<file path="src/rtl/sw_debounce.sv">
// Switch input stage: 2-flop synchroniser and per-channel stability-counter
// debouncer, producing clean levels, edge pulses and a one-hot press code.
module sw_debounce #(
    parameter int WIDTH     = 4,
    parameter int DB_CYCLES = 16
) (
    input  logic             clk,
    input  logic             rst,
    input  logic [WIDTH-1:0] sw_raw,
    output logic [WIDTH-1:0] sw_clean,
    output logic [WIDTH-1:0] sw_rise,
    output logic [WIDTH-1:0] sw_fall,
    output logic [WIDTH-1:0] code,
    output logic             multi
);

    localparam int CNT_W = (DB_CYCLES > 1) ? $clog2(DB_CYCLES) : 1;
    localparam logic [CNT_W-1:0] CNT_LAST = CNT_W'(DB_CYCLES - 1);

    typedef enum logic [1:0] {
        STABLE0,
        CHK1,
        STABLE1,
        CHK0
    } db_state_e;

    logic [WIDTH-1:0] sync1, sync2;

    db_state_e [WIDTH-1:0]            state, state_nxt;
    logic      [WIDTH-1:0][CNT_W-1:0] cnt, cnt_nxt;
    logic      [WIDTH-1:0]            clean_nxt, rise_nxt, fall_nxt;

    logic [WIDTH-1:0] code_nxt;
    logic             multi_nxt;

    // NOTE: state registers use non-blocking assignments so every flop samples
    // the pre-edge values of the others, independent of statement order.
    always_ff @(posedge clk or negedge rst) begin
        if (!rst) begin
            sync1    <= '0;
            sync2    <= '0;
            state    <= {WIDTH{STABLE0}};
            cnt      <= '0;
            sw_clean <= '0;
            sw_rise  <= '0;
            sw_fall  <= '0;
            code     <= '0;
            multi    <= 1'b0;
        end else begin
            sync1    <= sw_raw;
            sync2    <= sync1;
            state    <= state_nxt;
            cnt      <= cnt_nxt;
            sw_clean <= clean_nxt;
            sw_rise  <= rise_nxt;
            sw_fall  <= fall_nxt;
            code     <= code_nxt;
            multi    <= multi_nxt;
        end
    end

    // NOTE: every combinational output gets a default before the case so no
    // path leaves a signal unassigned and no latch is inferred.
    always_comb begin
        state_nxt = state;
        cnt_nxt   = cnt;
        clean_nxt = sw_clean;
        rise_nxt  = '0;
        fall_nxt  = '0;
        for (int i = 0; i < WIDTH; i++) begin
            unique case (state[i])
                STABLE0: begin
                    if (sync2[i]) begin
                        state_nxt[i] = CHK1;
                        cnt_nxt[i]   = '0;
                    end
                end
                CHK1: begin
                    if (!sync2[i]) begin
                        state_nxt[i] = STABLE0;
                        cnt_nxt[i]   = '0;
                    end else if (cnt[i] == CNT_LAST) begin
                        state_nxt[i] = STABLE1;
                        clean_nxt[i] = 1'b1;
                        rise_nxt[i]  = 1'b1;
                    end else begin
                        cnt_nxt[i] = cnt[i] + CNT_W'(1);
                    end
                end
                STABLE1: begin
                    if (!sync2[i]) begin
                        state_nxt[i] = CHK0;
                        cnt_nxt[i]   = '0;
                    end
                end
                CHK0: begin
                    if (sync2[i]) begin
                        state_nxt[i] = STABLE1;
                        cnt_nxt[i]   = '0;
                    end else if (cnt[i] == CNT_LAST) begin
                        state_nxt[i] = STABLE0;
                        clean_nxt[i] = 1'b0;
                        fall_nxt[i]  = 1'b1;
                    end else begin
                        cnt_nxt[i] = cnt[i] + CNT_W'(1);
                    end
                end
                default: begin
                    state_nxt[i] = STABLE0;
                    cnt_nxt[i]   = '0;
                end
            endcase
        end
    end

    // Clearing the lowest set bit leaves a non-zero value only when two or
    // more switches are down.
    always_comb begin
        multi_nxt = |(sw_clean & (sw_clean - WIDTH'(1)));
        code_nxt  = multi_nxt ? '0 : sw_clean;
    end

endmodule

</file>
<file path="config.mk">
export PLATFORM = sky130hd
export DESIGN_NAME = sw_debounce
export DESIGN_NICKNAME = d
export VERILOG_FILES = /design/src/rtl/sw_debounce.sv
export SDC_FILE = /design/constraint.sdc
export NUM_CORES = 1
export LEC_CHECK = 0
export ABC_AREA = 0
export BUFFER_PORTS_ARGS = -buffer_cell sky130_fd_sc_hd__buf_2
export CORE_ASPECT_RATIO = 1.5
export CORE_MARGIN = 1.5
export CORE_UTILIZATION = 40
export CTS_BUF_LIST = sky130_fd_sc_hd__clkbuf_16
export DETAILED_ROUTE_END_ITERATION = 7
export SETUP_SLACK_MARGIN = 0.1
export SLEW_MARGIN = 20
export SYNTH_ARGS = -nofsm -noshare
export SYNTH_HDL_FRONTEND = slang
export SYNTH_SLANG_ARGS = --single-unit
</file>
<file path="constraint.sdc">
create_clock -name clk -period 1.2 [get_ports clk]
set_input_delay 0.18 -clock clk [delete_from_list [all_inputs] [get_ports clk]]
set_output_delay 0.18 -clock clk [all_outputs]
set_load 0.01 [all_outputs]
</file>
Word level (Yosys, flattened, before mapping)

Cells that the tools add are included.

Register bits after elaboration: 49
Input bits: 6
Output and inout bits: 17
Word-level logic and storage cells: 186

Add/subtract/negate cells: 5
Eq/ne operators: 48
Multiplexer cells: 93
Bitwise logic cells: 1
Reductions and logical operators: 21

Operators by type and width:

| cell                  | count |
|---|---|
| $mux W4               | 21 |
| $pmux W4 S4           | 4 |
| $mux W2               | 24 |
| $ne A2 B2 Y1 const B  | 24 |
| $mux W1               | 36 |
| $pmux W2 S4           | 4 |
| $ne A3 B3 Y1 const B  | 8 |
| $reduce_and A5 Y1     | 4 |
| $add A4 B1 Y4 const B | 4 |
| $eq A2 B2 Y1 const B  | 8 |
| $eq A4 B4 Y1 const B  | 4 |
| $reduce_and A4 Y1     | 4 |
| $eq A2 B1 Y1 const B  | 4 |
| $logic_not A2 Y1      | 4 |
| $pmux W1 S2           | 4 |
| $reduce_and A2 Y1     | 4 |
| $reduce_bool A2 Y1    | 4 |
| $and A4 B4 Y4         | 1 |
| $reduce_or A4 Y1      | 1 |
| $sub A4 B1 Y4 const B | 1 |

Logic depth before layout (Yosys ltp)

Gate-level depths: netlist (run 1).

Depth in word-level cells: 4
Gate-level depth with buffers: 4
Gate-level depth less buffers: 4

Worst setup path after synthesis (run 1)

OpenSTA, ideal clock, no wires.

Path type: reg2reg
Start: register cnt[8] (netlist bit)
End: register with a tool-made name
Library setup time: 0.125 ns
Arrival time: 1.152 ns
Required time: 1.075 ns
Path slack: -0.076 ns
Stages on the path, launching flop included: 4
Buffers on the path: 0
Period minus slack after synthesis: 1.276 ns
Cell sequence: dfrtp_1 > ha_1 > nand4_1 > mux2_2

RTL lines:

| what                     | line | RTL |
|---|---|---|
| start: declaration       | 30   | `logic [WIDTH-1:0][CNT_W-1:0] cnt, cnt_nxt;` |
| start signal: assignment | 53   | `cnt <= cnt_nxt;` |

==> impl_metrics.env, run 1 <==
export IMPL_antenna_found_initial=0
export IMPL_status="finished with violations"
export IMPL_ys_ff_latch=49
export IMPL_synthArstFlopShare_pct=100
export IMPL_synth_commonest_cells="dfrtp_1, nand2_1, inv_1"
export IMPL_area_growth_pct=52.0
export IMPL_grt_pass1_wl_um=6610
export IMPL_p_leak_nw=1.46
export IMPL_root_buffer="clkbuf_16"
export IMPL_power_density_nw_per_um2=1050
export IMPL_drv_slew=0
export IMPL_violations="negative setup slack"
export IMPL_overflow=0
export IMPL_portBuffers=22
export IMPL_synth_top_flop_cell="dfrtp_1"
export IMPL_synth_xor_area_share_pct=4.03
export IMPL_syn_nets=187
export IMPL_tightest_slew_ns=0.315
export IMPL_path_class="reg2reg"
export IMPL_fin_nets=271
export IMPL_yosys_area_share_simple_pct=16.0
export IMPL_synth_enable_flop_cells=0
export IMPL_irDropWorstVdd_v=0.000774
export IMPL_max_stage_delay_ns=0.41
export IMPL_required_ns=1.41
export IMPL_track_usage_pct=15.6
export IMPL_syn_area_sq_um=2080
export IMPL_dr_first_iter_drc_count=53
export IMPL_dpl_hpwl_um=2620
export IMPL_start_kind="flop"
export IMPL_cp_arrival_ns=1.47
export IMPL_drc=0
export IMPL_cts_buffers=5
export IMPL_fin_ws_ns=-0.0629
export IMPL_drt_total_wl_um=4200
export IMPL_die_y_um=91.3
export IMPL_initial_core_util_pct=40.9
export IMPL_fin_crit_sh_pct=105
export IMPL_dieArea_sq_um=5650
export IMPL_die_w_um=61.9
export IMPL_synth_top_family_by_area="simple AND/OR/NAND/NOR gates"
export IMPL_yosysSeqAreaShare_pct=59.0
export IMPL_grt_max_degree=50
export IMPL_rsz0062_at_grt="yes"
export IMPL_critPathMaxFanout=6
export IMPL_fin_crit_ns=1.26
export IMPL_place_area_sq_um=2580
export IMPL_core_sq_um=5080
export IMPL_finalHoldViolations=0
export IMPL_dp_slack_ns=-0.0379
export IMPL_wl_per_cell_um=12.8
export IMPL_final_setup_skew_ns=0.00398
export IMPL_drt_pass1_iterations=3
export IMPL_maxCapViolations=0
export IMPL_netlist_instances=177
export IMPL_path_cells="xor2_2 > mux2_4 > mux2i_1"
export IMPL_worstSkewPairLatency_ns=0.28
export IMPL_fmax_mhz=792
export IMPL_synth_compound_area_share_pct=10.7
export IMPL_row_count=32
export IMPL_clk_pin_slew_worst_paths_ns=0.06
export IMPL_ant_nets=0
export IMPL_synthMostInstantiatedCell="dfrtp_1"
export IMPL_stdcell_area_sq_um=3160
export IMPL_ys_types=33
export IMPL_cts_tree="done"
export IMPL_clockBufferDepth=2
export IMPL_synth_top_cell_area_share_pct=59.0
export IMPL_vias=1650
export IMPL_yosysWarnings=0
export IMPL_reg2reg_depth=3
export IMPL_grt_pass1_vias=1581
export IMPL_gp_congestion=0.760
export IMPL_antenna_cells=0
export IMPL_synthMuxAreaShare_pct=5.12
export IMPL_ioPinCount=23
export IMPL_hold_path_class="in2reg"
export IMPL_cpMaxStageDelayCell="dfrtp_1"
export IMPL_syn_area_per_cell_sq_um=11.7
export IMPL_synth_area_leader_cell="dfrtp_1"
export IMPL_cts_sinks=49
export IMPL_viasPerCell=5.02
export IMPL_drive_above_1_share_pct=54.8
export IMPL_endpoint_kind="flop"
export IMPL_min_path_cells=1
export IMPL_finalSetupViolCount=6
export IMPL_htreeDepth=2
export IMPL_yosys_area_share_adder_pct=2.89
export IMPL_netlist_top_cells_area="dfrtp_1, nand2_1, ha_1"
export IMPL_slew_limit_headroom_pct=79.0
-- where the power goes --
group | leakage [nW] | total (mW) | internal (mW) | switching, mW
sequential | 0.643 | 1.74 | 1.70 | 0.0417
combinational | 0.746 | 0.300 | 0.158 | 0.142
clock | 0.0685 | 1.29 | 0.745 | 0.545
-- registers in the layout, indices dropped and copies added, names as in the netlist, named ones only --
| register | count |
|---|---|
| cnt | 16 |
| sync1 | 4 |
| sw_clean | 4 |
| sw_fall | 4 |
| code | 4 |
| sync2 | 4 |
| state | 4 |
| multi | 1 |
| sw_rise | 4 |
-- cell families after synthesis --
family,count (synthesis)
adders and majority gates,5
and+or+nand+nor,60
muxes,9
AOI/OAI and AO/OA,35
DFF,49
xor gates and xnor gates,7
buffers and inverters,12
-- layout by cell type, fill, tap and decap left out, drive strengths merged, types with 3 or more instances in the layout --
master and count:
nand4 4, nor4b 3, xnor2 4, o2111ai 4, o22ai 7, nor2 8, and4 3, inv 11
mux2i 5, o21ai 7, nand3b 4, mux2 4, ha 4, nand3 7, clkbuf 5, a21oi 8
nand2 17, dlygate4sd3 4, dfrtp 49, xor2 3, nor3b 4, buf 75
-- worst paths after layout --
path	slack, ns	start	endpoint
max	-0.06	flop	cnt[8]$_DFFE_PN0P_
min	0.006	sw_raw[0]	sync1[0]$_DFF_PN0_
max reg2reg	-0.06	flop	cnt[8]$_DFFE_PN0P_
min reg2reg	0.35	sync1[0]$_DFF_PN0_	sync2[0]$_DFF_PN0_
max in group asynchronous	0.54	rst	sw_clean[0]$_DFFE_PN0P_
min in group asynchronous	0.40	rst	cnt[4]$_DFFE_PN0P_
-- per-stage QoR --
| step | util [%] | power (mW) | TNS, ns | hold WS, ns | cells |
|---|---|---|---|---|---|
| floorplan | - | 1.87 | -0.0564 | -0.116 | 177 |
| global placement | 50.8 | 2.00 | -0.0118 | 0.185 | 300 |
| detailed placement | 50.8 | 2.01 | -0.0603 | 0.186 | 300 |
| CTS | 57.8 | 3.33 | -0.182 | 0.0000255 | 320 |
| global route | 62.1 | 3.46 | -0.906 | 0.00314 | 329 |
| finish | 62.1 | 3.33 | -0.182 | 0.00603 | 329 |
-- worst max-delay path, delay by kind of cell, from the launching register on --
kind | cells | cell delay [ns]
mux | 2 | 0.46
xor+xnor | 1 | 0.32
flops | 1 | 0.41
-- layer usage --
layer | vias to the layer above | wire length, um | track usage, %
li1 | 804 | - | -
met1 | 825 | 1680 | 17.7
met2 | 16 | 2360 | 26.9
met3 | 5 | 83 | 3.13
met4 | 0 | 72 | 6.56
met5 | - | 0 | 0
-- repair_timing --
| item | in CTS | in global routing |
|---|---|---|
| buffers inserted | 10 | 9 |
| pin swaps | 15 | 26 |
| setup endpoints to repair | 31 | 39 |
| hold buffers | 3 | 1 |
| hold endpoints to repair | 51 | 1 |
| gates resized for setup | 31 | 36 |
-- layout make-up --
cell class                      count  area, sq um
Fill cell                         420         1930
Clock buffer                        5          125
Clock inverter                      2         7.51
Inverter                           10         37.5
Timing Repair Buffer               79          613
Sequential cell                    49         1230
Tap cell                           68         85.1
Multi-Input combinational cell    116         1060
Note: power is estimated with default switching activity, not from simulation.
==> inputs of run 2 (changes only) <==
- REMOVE_ABC_BUFFERS: not set -> 1
==> run 2 against run 1 <==
Compared with the run above: the flow still finishes with violations (negative setup slack); routed wire length increased by 3.2%; largest power group unchanged; highest routed layer unchanged; critical endpoint unchanged; core utilization decreased by 0.57 points; via count increased by 0.30%.
==> impl_metrics.env, run 2 (synthesized netlist as in run 1, its figures left out) <==
export IMPL_fin_ws_ns=-0.0837
export IMPL_path_cells="xor2_2 > mux2_4 > mux2i_1"
export IMPL_required_ns=1.41
export IMPL_grt_pass1_wl_um=6780
export IMPL_drc=0
export IMPL_drt_pass1_iterations=4
export IMPL_critPathMaxFanout=7
export IMPL_viasPerCell=5.09
export IMPL_wl_per_cell_um=13.3
export IMPL_clk_pin_slew_worst_paths_ns=0.07
export IMPL_cts_tree="done"
export IMPL_area_growth_pct=50.6
export IMPL_row_count=32
export IMPL_grt_pass1_vias=1609
export IMPL_p_leak_nw=1.45
export IMPL_cpMaxStageDelayCell="dfrtp_1"
export IMPL_antenna_cells=0
export IMPL_vias=1655
export IMPL_r2r_end="cnt[8]$_DFFE_PN0P_"
export IMPL_dp_slack_ns=-0.0629
export IMPL_tightest_slew_ns=0.344
export IMPL_mostFrequentLayoutCell="dfrtp_1"
export IMPL_grt_max_degree=39
export IMPL_n_fill_cell=417
export IMPL_dpl_hpwl_um=2680
export IMPL_place_area_sq_um=2520
export IMPL_area_sequential_sq_um=1230
export IMPL_stdcell_area_sq_um=3130
export IMPL_power_density_nw_per_um2=1080
export IMPL_start_kind="flop"
export IMPL_die_w_um=61.9
export IMPL_cts_sinks=49
export IMPL_max_stage_delay_ns=0.40
export IMPL_gp_congestion=0.766
export IMPL_fin_crit_ns=1.28
export IMPL_die_y_um=91.3
export IMPL_whs_ns=0.320
export IMPL_drv_slew=0
export IMPL_multi_input_area_sq_um=1060
export IMPL_hold_path_class="in2async"
export IMPL_fmax_mhz=779
export IMPL_fin_crit_sh_pct=107
export IMPL_clockBufferDepth=2
export IMPL_place_inst=298
export IMPL_overflow=0
export IMPL_status="finished with violations"
export IMPL_violations="negative setup slack"
export IMPL_portBuffers=22
export IMPL_finalHoldViolations=0
export IMPL_antenna_found_initial=0
export IMPL_rsz0062_at_grt="yes"
export IMPL_core_sq_um=5080
export IMPL_mostFrequentLayoutCells="dfrtp_1, buf_4, buf_2"
export IMPL_reg2reg_from="sync2[2]$_DFF_PN0_"
export IMPL_ant_nets=0
export IMPL_ioPinCount=23
export IMPL_dieArea_sq_um=5650
export IMPL_cp_arrival_ns=1.49
export IMPL_dr_first_iter_drc_count=63
export IMPL_path_class="reg2reg"
export IMPL_crit_family="multiplexers"
export IMPL_crit_buf_inv=0
export IMPL_maxCapViolations=0
export IMPL_cts_buffers=5
export IMPL_finalSetupViolCount=7
export IMPL_r2r_slack_ns=-0.08
export IMPL_root_buffer="clkbuf_16"
export IMPL_drt_total_wl_um=4340
export IMPL_instances_no_fill=325
export IMPL_final_setup_skew_ns=0.00608
export IMPL_endpoint_kind="flop"
export IMPL_top_register="cnt"
export IMPL_worstSkewPairLatency_ns=0.29
export IMPL_irDropWorstVdd_v=0.000718
export IMPL_initial_core_util_pct=40.9
export IMPL_track_usage_pct=15.9
export IMPL_htreeDepth=2
export IMPL_fin_nets=266
export IMPL_final_util_pct=61.5
export IMPL_slew_limit_headroom_pct=77.1
export IMPL_reg2reg_depth=3
export IMPL_drive_above_1_share_pct=51.4
export IMPL_largest_reg_flops=16
run 2: layout make-up:
cell class | instances | share of cell area [%]
clock buffer | 5 | 4.00
clock inverter | 3 | 0.600
inverter | 10 | 1.20
multi-input combinational | 116 | 34.0
sequential | 49 | 39.3
tap | 68 | 2.72
timing repair buffer | 74 | 18.2
run 2: worst max-delay path by stage:
| stage | from | endpoint | slack, ns | cells after the start |
|---|---|---|---|---|
| after floorplan | cnt[8]$_DFFE_PN0P_ | flop | -0.08 | 3 |
| after global placement | cnt[8]$_DFFE_PN0P_ | sw_fall[2]$_DFF_PN0_ | -0.05 | 4 |
| final | sync2[2]$_DFF_PN0_ | cnt[8]$_DFFE_PN0P_ | -0.08 | 3 |
| after global routing | cnt[9]$_DFFE_PN0P_ | cnt[8]$_DFFE_PN0P_ | -0.14 | 4 |
| after CTS | cnt[9]$_DFFE_PN0P_ | sw_clean[2]$_DFFE_PN0P_ | -0.09 | 4 |
| after detailed placement | cnt[9]$_DFFE_PN0P_ | sw_clean[2]$_DFFE_PN0P_ | -0.06 | 4 |
run 2: per-layer routing:
layer  track usage (%)  vias to the layer above  part of all wire, %
li1                  -                      799                    -
met4              5.67                        0                  1.8
met3              4.56                        7                  3.3
met5                 0                        -                    0
met1              17.8                      824                   39
met2              27.5                       25                   55
run 2: through the flow:
stage / setup TNS [ns] / total power, mW
global route: -1.16 / 3.53
finish: -0.287 / 3.39
detailed placement: -0.503 / 1.99
global placement: -0.348 / 1.98
floorplan: -0.327 / 1.86
CTS: -0.392 / 3.39
run 2: timing repair:
item,in CTS,in global routing
endpoints found under the setup margin,37,40
setup buffers,8,6
gates cloned,0,0
endpoints found under the hold margin,15,0
hold buffers,5,0
pin swaps,17,20
resized for setup,34,37
run 2: worst register-to-register path: cells and delay by family, from the launching register on:
family	cells	cell delay, ns
flip-flops	1	0.40
XOR/XNOR	1	0.34
multiplexers	2	0.47
run 2: report_power, final:
group          internal [mW]  switching (mW)  total [mW]
logic                  0.156           0.140       0.296
clock network          0.764           0.588        1.35
registers               1.70          0.0446        1.74
total                   2.62           0.773        3.39
